## src/rtl/keypad_pkg.sv

```systemverilog
// Shared types and constants for the 4x4 keypad column scanner.
// Optional build macro KEYPAD_GHOST_REJECT_EN is consumed by keypad_scanner.
package keypad_pkg;

    typedef enum logic {SCAN, HELD} scan_state_t;

    localparam int         NCOL     = 4;
    localparam logic [3:0] COL_IDLE = 4'b1110;

    // Nibble {row,col} holds the legend printed on that key; entry 0 is the low nibble.
    localparam logic [63:0] KEY_TABLE = 64'hDF0E_C987_B654_A321;

    function automatic logic [1:0] lowest_low(input logic [3:0] r);
        logic [1:0] idx;
        idx = 2'd3;
        if (!r[0])      idx = 2'd0;
        else if (!r[1]) idx = 2'd1;
        else if (!r[2]) idx = 2'd2;
        return idx;
    endfunction

    function automatic logic [3:0] key_code(input logic [1:0] row, input logic [1:0] col);
        return KEY_TABLE[{row, col, 2'b00} +: 4];
    endfunction

    function automatic logic multi_low(input logic [3:0] r);
        logic [3:0] n;
        n = ~r;
        return |(n & (n - 4'd1));
    endfunction

endpackage

```

## src/rtl/keypad_scanner_if.sv

```systemverilog
// Keypad-side and debouncer-side signals of the scanner, grouped for binding.
// key is valid only while pressed is high; there is no backpressure (valid-only, no ready).
interface keypad_if;
    import keypad_pkg::*;

    logic [3:0]  rows;
    logic [3:0]  cols;
    logic        pressed;
    logic [3:0]  key;
    scan_state_t state;

    modport master (input rows, output cols, output pressed, output key, output state);
    modport slave  (output rows, input cols, input pressed, input key, input state);

endinterface

```

## src/rtl/keypad_scanner_sync2.sv

```systemverilog
// Two-flop synchronizer; resets to all-ones so idle pulled-up lines read as released.
module sync2 #(
    parameter int WIDTH = 4
) (
    input  logic             clk,
    input  logic             rst_n,
    input  logic [WIDTH-1:0] d,
    output logic [WIDTH-1:0] q
);

    logic [WIDTH-1:0] meta;

    always_ff @(posedge clk or negedge rst_n) begin
        if (!rst_n) begin
            meta <= '1;
            q    <= '1;
        end else begin
            meta <= d;
            q    <= meta;
        end
    end

endmodule

```

## src/rtl/keypad_scanner.sv

```systemverilog
// Column scanner: walks an active-low column, locks the first key seen and holds it until release.
// Define KEYPAD_GHOST_REJECT_EN to ignore scans where more than one row reads low.
module keypad_scanner
    import keypad_pkg::*;
#(
    parameter int SCAN_DIV = 12000
) (
    input  logic   int_osc,
    input  logic   reset,
    keypad_if.master kp
);

    localparam int CW = $clog2(SCAN_DIV);

`ifdef KEYPAD_GHOST_REJECT_EN
    localparam bit GHOST_REJECT = 1'b1;
`else
    localparam bit GHOST_REJECT = 1'b0;
`endif

    logic [3:0]    rows_s;
    logic [CW-1:0] cnt;
    logic          tick;

    scan_state_t   state_q, state_d;
    logic [1:0]    col_q, col_d;
    logic [1:0]    row_q, row_d;
    logic [3:0]    key_q, key_d;
    logic          pressed_q, pressed_d;

    sync2 #(.WIDTH(4)) u_row_sync (
        .clk   (int_osc),
        .rst_n (reset),
        .d     (kp.rows),
        .q     (rows_s)
    );

    // Decisions happen only on the last dwell cycle, so the rows have settled after a column change.
    assign tick = (cnt == CW'(SCAN_DIV - 1));

    always_ff @(posedge int_osc or negedge reset) begin
        if (!reset) begin
            cnt <= '0;
        end else if (tick) begin
            cnt <= '0;
        end else begin
            cnt <= cnt + 1'b1;
        end
    end

    always_ff @(posedge int_osc or negedge reset) begin
        if (!reset) begin
            state_q   <= SCAN;
            col_q     <= 2'd0;
            row_q     <= 2'd0;
            key_q     <= 4'h0;
            pressed_q <= 1'b0;
        end else begin
            state_q   <= state_d;
            col_q     <= col_d;
            row_q     <= row_d;
            key_q     <= key_d;
            pressed_q <= pressed_d;
        end
    end

    always_comb begin
        state_d   = state_q;
        col_d     = col_q;
        row_d     = row_q;
        key_d     = key_q;
        pressed_d = pressed_q;
        case (state_q)
            SCAN: begin
                if (tick) begin
                    if (rows_s == 4'hF || (GHOST_REJECT && multi_low(rows_s))) begin
                        col_d = col_q + 2'd1;
                    end else begin
                        row_d     = lowest_low(rows_s);
                        key_d     = key_code(lowest_low(rows_s), col_q);
                        pressed_d = 1'b1;
                        state_d   = HELD;
                    end
                end
            end
            HELD: begin
                // Only the locked row can end the hold; other rows are ignored.
                if (tick && rows_s[row_q]) begin
                    state_d   = SCAN;
                    pressed_d = 1'b0;
                    col_d     = col_q + 2'd1;
                end
            end
            default: state_d = SCAN;
        endcase
    end

    assign kp.cols    = ~(4'b0001 << col_q);
    assign kp.pressed = pressed_q;
    assign kp.key     = key_q;
    assign kp.state   = state_q;

endmodule

```

## src/flat_wrapper.sv

```systemverilog
// flat-port wrapper written by rule: the top's interface ports become plain ports
module keypad_scanner_flat import keypad_pkg::*;
#(
    parameter int SCAN_DIV = 12000
)
  (int_osc, reset, kp_rows, kp_cols, kp_pressed, kp_key, kp_state);
  keypad_if kp_i ();
  input  logic int_osc;
  input  logic reset;
  input wire logic [$bits(kp_i.rows)-1:0] kp_rows;
  output wire logic [$bits(kp_i.cols)-1:0] kp_cols;
  output wire logic [$bits(kp_i.pressed)-1:0] kp_pressed;
  output wire logic [$bits(kp_i.key)-1:0] kp_key;
  output wire logic [$bits(kp_i.state)-1:0] kp_state;
  assign kp_i.rows = kp_rows;
  assign kp_cols = kp_i.cols;
  assign kp_pressed = kp_i.pressed;
  assign kp_key = kp_i.key;
  assign kp_state = kp_i.state;
  keypad_scanner #(.SCAN_DIV(SCAN_DIV)) u_core (.int_osc(int_osc), .reset(reset), .kp(kp_i));
endmodule
```

## config.mk

```make
export PLATFORM = sky130hd
export DESIGN_NAME = keypad_scanner_flat
export DESIGN_NICKNAME = d
export VERILOG_FILES = /design/src/rtl/keypad_pkg.sv /design/src/rtl/keypad_scanner_if.sv /design/src/rtl/keypad_scanner_sync2.sv /design/src/rtl/keypad_scanner.sv /design/src/flat_wrapper.sv
export SDC_FILE = /design/constraint.sdc
export NUM_CORES = 1
export LEC_CHECK = 0
export BUFFER_PORTS_ARGS = -buffer_cell sky130_fd_sc_hd__buf_4
export CORE_MARGIN = 8
export CORE_UTILIZATION = 60
export DETAILED_ROUTE_END_ITERATION = 16
export PLACE_DENSITY = 0.81
export SLEW_MARGIN = 20
export SYNTH_ARGS = -nofsm -noshare
export SYNTH_HDL_FRONTEND = slang
export SYNTH_HIERARCHICAL = 1
export SYNTH_SLANG_ARGS = --single-unit
export TNS_END_PERCENT = 5
```

## constraint.sdc

```tcl
create_clock -name int_osc -period 4.35 [get_ports int_osc]
set_input_delay 0.2175 -clock int_osc [delete_from_list [all_inputs] [get_ports int_osc]]
set_output_delay 0.2175 -clock int_osc [all_outputs]
set_load 0.005 [all_outputs]
```

==> results of run 1 <==
[power by group through the flow]
stage	sequential, mW	combinational (mW)	clock, mW
2_1_floorplan	0.311	0.00768	0
3_3_place_gp	0.314	0.0154	0
3_5_place_dp	0.314	0.0162	0
4_1_cts	0.308	0.0198	0.193
5_1_grt	0.309	0.0221	0.211
6_report	0.308	0.0195	0.188
[layout by cell type (no fill, tap or decap), types with 3 or more instances in the layout]
| cell type | instances |
|---|---|
| mux2i_1 | 4 |
| nand2b_1 | 3 |
| dfrtp_1 | 24 |
| nand3_1 | 9 |
| xnor2_1 | 4 |
| o21ai_0 | 8 |
| clkbuf_4 | 5 |
| ha_1 | 7 |
| xor2_1 | 5 |
| nor3_1 | 4 |
| buf_4 | 16 |
| a21oi_1 | 5 |
| dlygate4sd3_1 | 5 |
| dfstp_2 | 8 |
| nand2_1 | 10 |
| nand4_1 | 4 |
| nor2_1 | 13 |
| inv_1 | 9 |
| mux2_2 | 4 |
| mux2_4 | 3 |
[final cells by class]
| class | instances | share of cell area |
|---|---|---|
| Sequential cell | 32 | 0.446 |
| Multi-Input combinational cell | 102 | 0.383 |
| Timing Repair Buffer | 21 | 0.0937 |
| Clock buffer | 8 | 0.0379 |
| Tap cell | 30 | 0.0207 |
| Inverter | 9 | 0.0186 |
[final timing paths]
check                                           from                        end  slack, ns  cells past startpoint
setup / recovery                       u_core/cnt[8]           u_core/kp.key[0]       2.05                      4
hold / removal                                 reset           u_core/kp.key[3]       0.35                      2
max in group asynchronous                      reset  u_core/u_row_sync/meta[3]       3.68                      2
hold reg to reg            u_core/u_row_sync/meta[1]     u_core/u_row_sync/q[1]       0.36                      0
min in group int_osc       u_core/u_row_sync/meta[1]     u_core/u_row_sync/q[1]       0.36                      0
setup reg to reg                       u_core/cnt[8]           u_core/kp.key[0]       2.05                      4
[per-layer routing]
layer | part of all wire | up-vias | global-route usage
met2 | 0.50 | 38 | 0.272
li1 | - | 560 | -
met5 | 0 | - | 0
met4 | 0.040 | 0 | 0.0888
met1 | 0.41 | 557 | 0.176
met3 | 0.047 | 14 | 0.0554
[repair_timing]
action                    4_1_cts  5_1_grt
hold buffers                    5        0
hold endpoints to repair       28        0
gates resized for setup         0        0
[logic make-up after synthesis]
group,after synthesis
buf+inv,13
xor+xnor,9
simple gates,55
fa+ha+maj,7
mux,11
flops,32
compound gates,20
[sequential cells by signal, summed over array words and instances (netlist names)]
| name | count |
|---|---|
| u_core/cnt | 14 |
| u_core/row_q | 2 |
| u_core/u_row_sync/q | 4 |
| u_core/col_q | 2 |
| u_core/kp.state | 1 |
| u_core/kp.pressed | 1 |
| u_core/u_row_sync/meta | 4 |
| u_core/kp.key | 4 |
[worst reg2reg max path: stages (launching register included)]
cell     delay (ns)
dfrtp_1        0.44
or3_4          0.41
or4_1          0.59
or2_1          0.41
mux2_4         0.35
==> flow_summary.yaml, run 1 <==
drt:
  via_per_inst: 5.79
  wl_per_cell_um: 15.7
  wirelength_um: 3180
  drtIter0Drc: 100
  drc: 0
  dr.pass1.iters: 4
  detail-route-antenna-nets: 0
  num_vias: 1169
yosys:
  synth-seq-cells: 32
  synth_edf_count: 0
  synthCells: 147
  synth_top_area_frac: 0.384
  synth_largest_area_cell: "dfrtp_1"
  synthTopCellsByCount: "dfrtp_1, nor2_1, nand2_1"
  synthMostInstantiatedCell: "dfrtp_1"
  synth_seq_area_share: 0.518
  muxShareOfSynthArea: 0.0832
  synthSimpleGateAreaFrac: 0.182
  synth_top_family_by_area: "simple AND/OR/NAND/NOR gates"
  async_reset_ff_frac: 1.00
  synth-adder-area-share: 0.0560
  synthXorXnorAreaFrac: 0.0504
  ys_warn_count: 6
  syn_area_mm2: 0.00156
  synth_ff_type: "dfrtp_1"
  synth.distinct_cells: 35
  yosys-top-cells-area: "dfrtp_1, dfstp_2, ha_1"
  synth_compound_area_frac: 0.0736
  syn_avg_cell_area_um2: 10.6
  synth_nets: 160
worst_setup_path:
  path_buf_inv: 0
  endpoint_kind: "register"
  path_class: "reg -> reg"
  cp_slowest_cell: "or4_1"
  crit_fanout: 8
  critPathMaxStageDelay_ns: 0.59
  crit_chain: "or3_4, or4_1, or2_1, mux2_4"
  critPathRequiredTime_ns: 4.57
  startpoint_type: "register"
  cp.arrival_ns: 2.52
  critPathTopFamily: "simple AND/OR/NAND/NOR gates"
die:
  rows: 18
  core_mm2: 0.00248
  die_w_um: 67.1
  die_area_mm2: 0.00450
  start_util: 0.631
  io_pins: 16
  die_h_um: 67.1
timing:
  max-slew-margin-rel: 0.743
  whs_ns: 0.348
  finalSetupViolations: 0
  setup_ws_ns: 2.05
  grt_setup_unrepaired: "no"
  finalCriticalPeriod_ns: 2.30
  tns_ns: 0
  worstMarginPinSlew_ns: 0.385
  skew_ns: 0.00582
  hold_viol: 0
  fmax_mhz: 434
  drv_slew: 0
  finalCritPeriodShare: 0.529
power_and_ir_drop:
  switchingPower_mw: 0.108
  pwr-share-clk: 0.365
  p_per_area_mw_per_mm2: 284
  leakage_nw: 0.836
  vdd.ir_drop.worst_mv: 0.245
  internal-power_mw: 0.408
  finalPower_mw: 0.516
  p_sw_frac: 0.209
  p_comb_frac: 0.038
  power_frac_seq: 0.597
grt:
  antenna_found_initial: 0
  first_global_vias: 1183
  overflow: 0
  grt_max_degree: 33
  grt_util_all_layers: 0.163
  grt_pass1_wl_um: 5460
cts:
  clk_latency_ns: 0.33
  cts_sinks: 32
  clk_pin_slew_ns: 0.09
  max-clock-path-buffers: 2
  htree_levels: 2
  cts_tree: "built"
  post_cts_buffers: 0
  cts_buffers: 5
  cts_root_buffer: "clkbuf_4"
placed_design:
  portBuffers: 15
  dp_hpwl_um: 2230
  dp.cells: 189
  placed_area_mm2: 0.00170
  globalplace.congestion: 0.891
  pre_cts_slack_ns: 2.07
finish:
  nets: 184
  drive_gt1_frac: 0.238
  final_area_mm2: 0.00182
  postLayoutCoreUtil: 0.733
  n_antenna_cell: 0
  seqCellArea_um2: 811
  syn_to_final_growth_pct: 16.2
  n_fill_cell: 172
  multiInputGateArea_um2: 696
  fin_cells: 202
hold_path:
  hp-class: "in -> async"
flow_run:
  cap_violations: 0
outcome:
  status: "completed"
Power figures use the tool's default switching activity.
==> run 2, diff against run 1 <==
ABC_AREA = 1   (was not set)
CORE_UTILIZATION = 52   (was 60)
PLACE_DENSITY = 0.74   (was 0.81)
clock period = 1.87 ns   (was 4.35 ns; I/O delays follow)
==> flow_summary.yaml, run 2 <==
die:
  core_mm2: 0.00326
  die_area_mm2: 0.00542
  rows: 21
  die_w_um: 73.6
  die_h_um: 73.6
  io_pins: 16
  start_util: 0.530
drt:
  wl_per_cell_um: 12.2
  dr.pass1.iters: 4
  drtIter0Drc: 109
  num_vias: 1423
  drc: 0
  via_per_inst: 4.96
  wirelength_um: 3500
  detail-route-antenna-nets: 0
worst_setup_path:
  crit_fanout: 17
  regToRegSetupSlack_ns: 0.26
  path_class: "reg -> reg"
  r2r_cells: 8
  critPathRequiredTime_ns: 2.09
  startpoint_type: "register"
  cp.arrival_ns: 1.84
  endpoint_kind: "register"
  r2r_end: "u_core/kp.state"
  r2r_start: "u_core/cnt[0]"
finish:
  seqCellArea_um2: 811
  top_register: "u_core/cnt"
  mostFrequentLayoutCell: "nand2_1"
  syn_to_final_growth_pct: 17.4
  final_cell_mix: "nand2_1, inv_1, dfrtp_1"
  n_antenna_cell: 0
  multiInputGateArea_um2: 766
  largest_reg_flops: 14
  drive_gt1_frac: 0.187
  postLayoutCoreUtil: 0.623
  n_fill_cell: 298
  nets: 253
timing:
  skew_ns: 0.00611
  setup_ws_ns: 0.257
  worstMarginPinSlew_ns: 0.386
  finalSetupViolations: 0
  drv_slew: 0
  finalCritPeriodShare: 0.862
  grt_setup_unrepaired: "no"
  max-slew-margin-rel: 0.743
  hold_viol: 0
  whs_ns: 0.214
  tns_ns: 0
  finalCriticalPeriod_ns: 1.61
  fmax_mhz: 620
yosys:
  yosys-top-cells-area: "dfrtp_1, dfstp_2, nand2_1"
  ys_warn_count: 6
  synthCells: 214
  synth_top_area_frac: 0.348
  syn_area_mm2: 0.00173
  synthTopCellsByCount: "nand2_1, inv_1, dfrtp_1"
  synth_seq_area_share: 0.469
  syn_avg_cell_area_um2: 8.07
  synth_ff_type: "dfrtp_1"
  async_reset_ff_frac: 1.00
  synthMostInstantiatedCell: "nand2_1"
  synth-seq-cells: 32
  synth_nets: 227
  synth_edf_count: 0
  synth_largest_area_cell: "dfrtp_1"
  synth.distinct_cells: 26
cts:
  cts_buffers: 5
  clk_pin_slew_ns: 0.09
  cts_sinks: 32
  htree_levels: 2
  max-clock-path-buffers: 2
  post_cts_buffers: 0
  clk_latency_ns: 0.33
  cts_tree: "built"
  cts_root_buffer: "clkbuf_4"
power_and_ir_drop:
  p_comb_frac: 0.040
  leakage_nw: 1.06
  p_sw_frac: 0.199
  switchingPower_mw: 0.269
  vdd.ir_drop.worst_mv: 0.486
  internal-power_mw: 1.08
  power_frac_seq: 0.528
  pwr-share-clk: 0.431
  p_per_area_mw_per_mm2: 667
grt:
  grt_pass1_wl_um: 5890
  first_global_vias: 1343
  grt_util_all_layers: 0.142
  grt_max_degree: 33
  overflow: 0
  antenna_found_initial: 0
placed_design:
  portBuffers: 15
  globalplace.congestion: 0.824
  pre_cts_slack_ns: 0.284
  dp_hpwl_um: 2540
outcome:
  status: "completed"
flow_run:
  cap_violations: 0
hold_path:
  hp-class: "in -> async"
[run 2: cell count changes after synthesis, moves of 9 or more]
cell,previous run,this run
nor2_1,13,22
nand2_1,10,54
nand3_1,9,18
inv_1,9,34
[run 2: cells by family (layout without fill, tap and decap cells)]
family,count (synthesis),count (layout),share of synthesized area
adders and majority gates,7,7,0.0507
AOI/OAI and AO/OA,12,12,0.0362
buffers and inverters,37,64,0.0876
xor gates and xnor gates,2,2,0.0101
DFF,32,32,0.469
and+or+nand+nor,124,124,0.346
[run 2: worst max-delay path, cell delays in order, from the launching register on]
cell	delay, ns
dfrtp_1	0.37
ha_1	0.23
nand2_2	0.09
nor2_4	0.14
nand2_2	0.11
nor2_8	0.24
inv_1	0.13
o21ai_1	0.13
nand2_1	0.07
[run 2: worst max-delay path by stage]
stage	startpoint	endpoint	slack (ns)	depth (start not counted)
after floorplan	u_core/cnt[0]	u_core/kp.state	0.53	8
after global placement	u_core/cnt[0]	u_core/kp.key[1]	0.35	8
after detailed placement	u_core/cnt[0]	u_core/kp.state	0.28	8
after CTS	u_core/cnt[0]	u_core/kp.state	0.26	8
after global routing	u_core/cnt[0]	u_core/kp.key[2]	0.14	8
final	u_core/cnt[0]	u_core/kp.state	0.26	8
[run 2: timing repair]
action | 4_1_cts | 5_1_grt
hold buffers | 5 | 0
gates resized for setup | 0 | 0
hold endpoints to repair | 36 | 0
[run 2: through the flow]
stage	power, mW	area (um2)	cells
after floorplan	0.747	1730	214
after global placement	0.774	1880	274
after detailed placement	0.774	1880	274
after CTS	1.38	2030	287
after global routing	1.41	2030	287
final	1.35	2030	287
[run 2: final cells by class]
class	instances	area share
timing repair buffer	20	0.0802
clock inverter	1	0.0148
tap	46	0.0284
multi-input combinational	145	0.378
inverter	36	0.0672
sequential	32	0.400
clock buffer	7	0.0321
[run 2: routing by layer]
| layer | wire, um | up-vias | global-route usage |
|---|---|---|---|
| met5 | 0 | - | 0 |
| met4 | 59 | 0 | 0.0643 |
| met3 | 198 | 6 | 0.0409 |
| met2 | 1610 | 35 | 0.223 |
| met1 | 1630 | 658 | 0.174 |
| li1 | - | 724 | - |
[run 2: power groups by stage]
| stage | clock network [mW] | registers [mW] | logic, mW |
|---|---|---|---|
| 2_1_floorplan | 0 | 0.725 | 0.0215 |
| 3_3_place_gp | 0 | 0.727 | 0.0469 |
| 3_5_place_dp | 0 | 0.727 | 0.0466 |
| 4_1_cts | 0.606 | 0.715 | 0.0552 |
| 5_1_grt | 0.628 | 0.716 | 0.0619 |
| 6_report | 0.584 | 0.715 | 0.0547 |
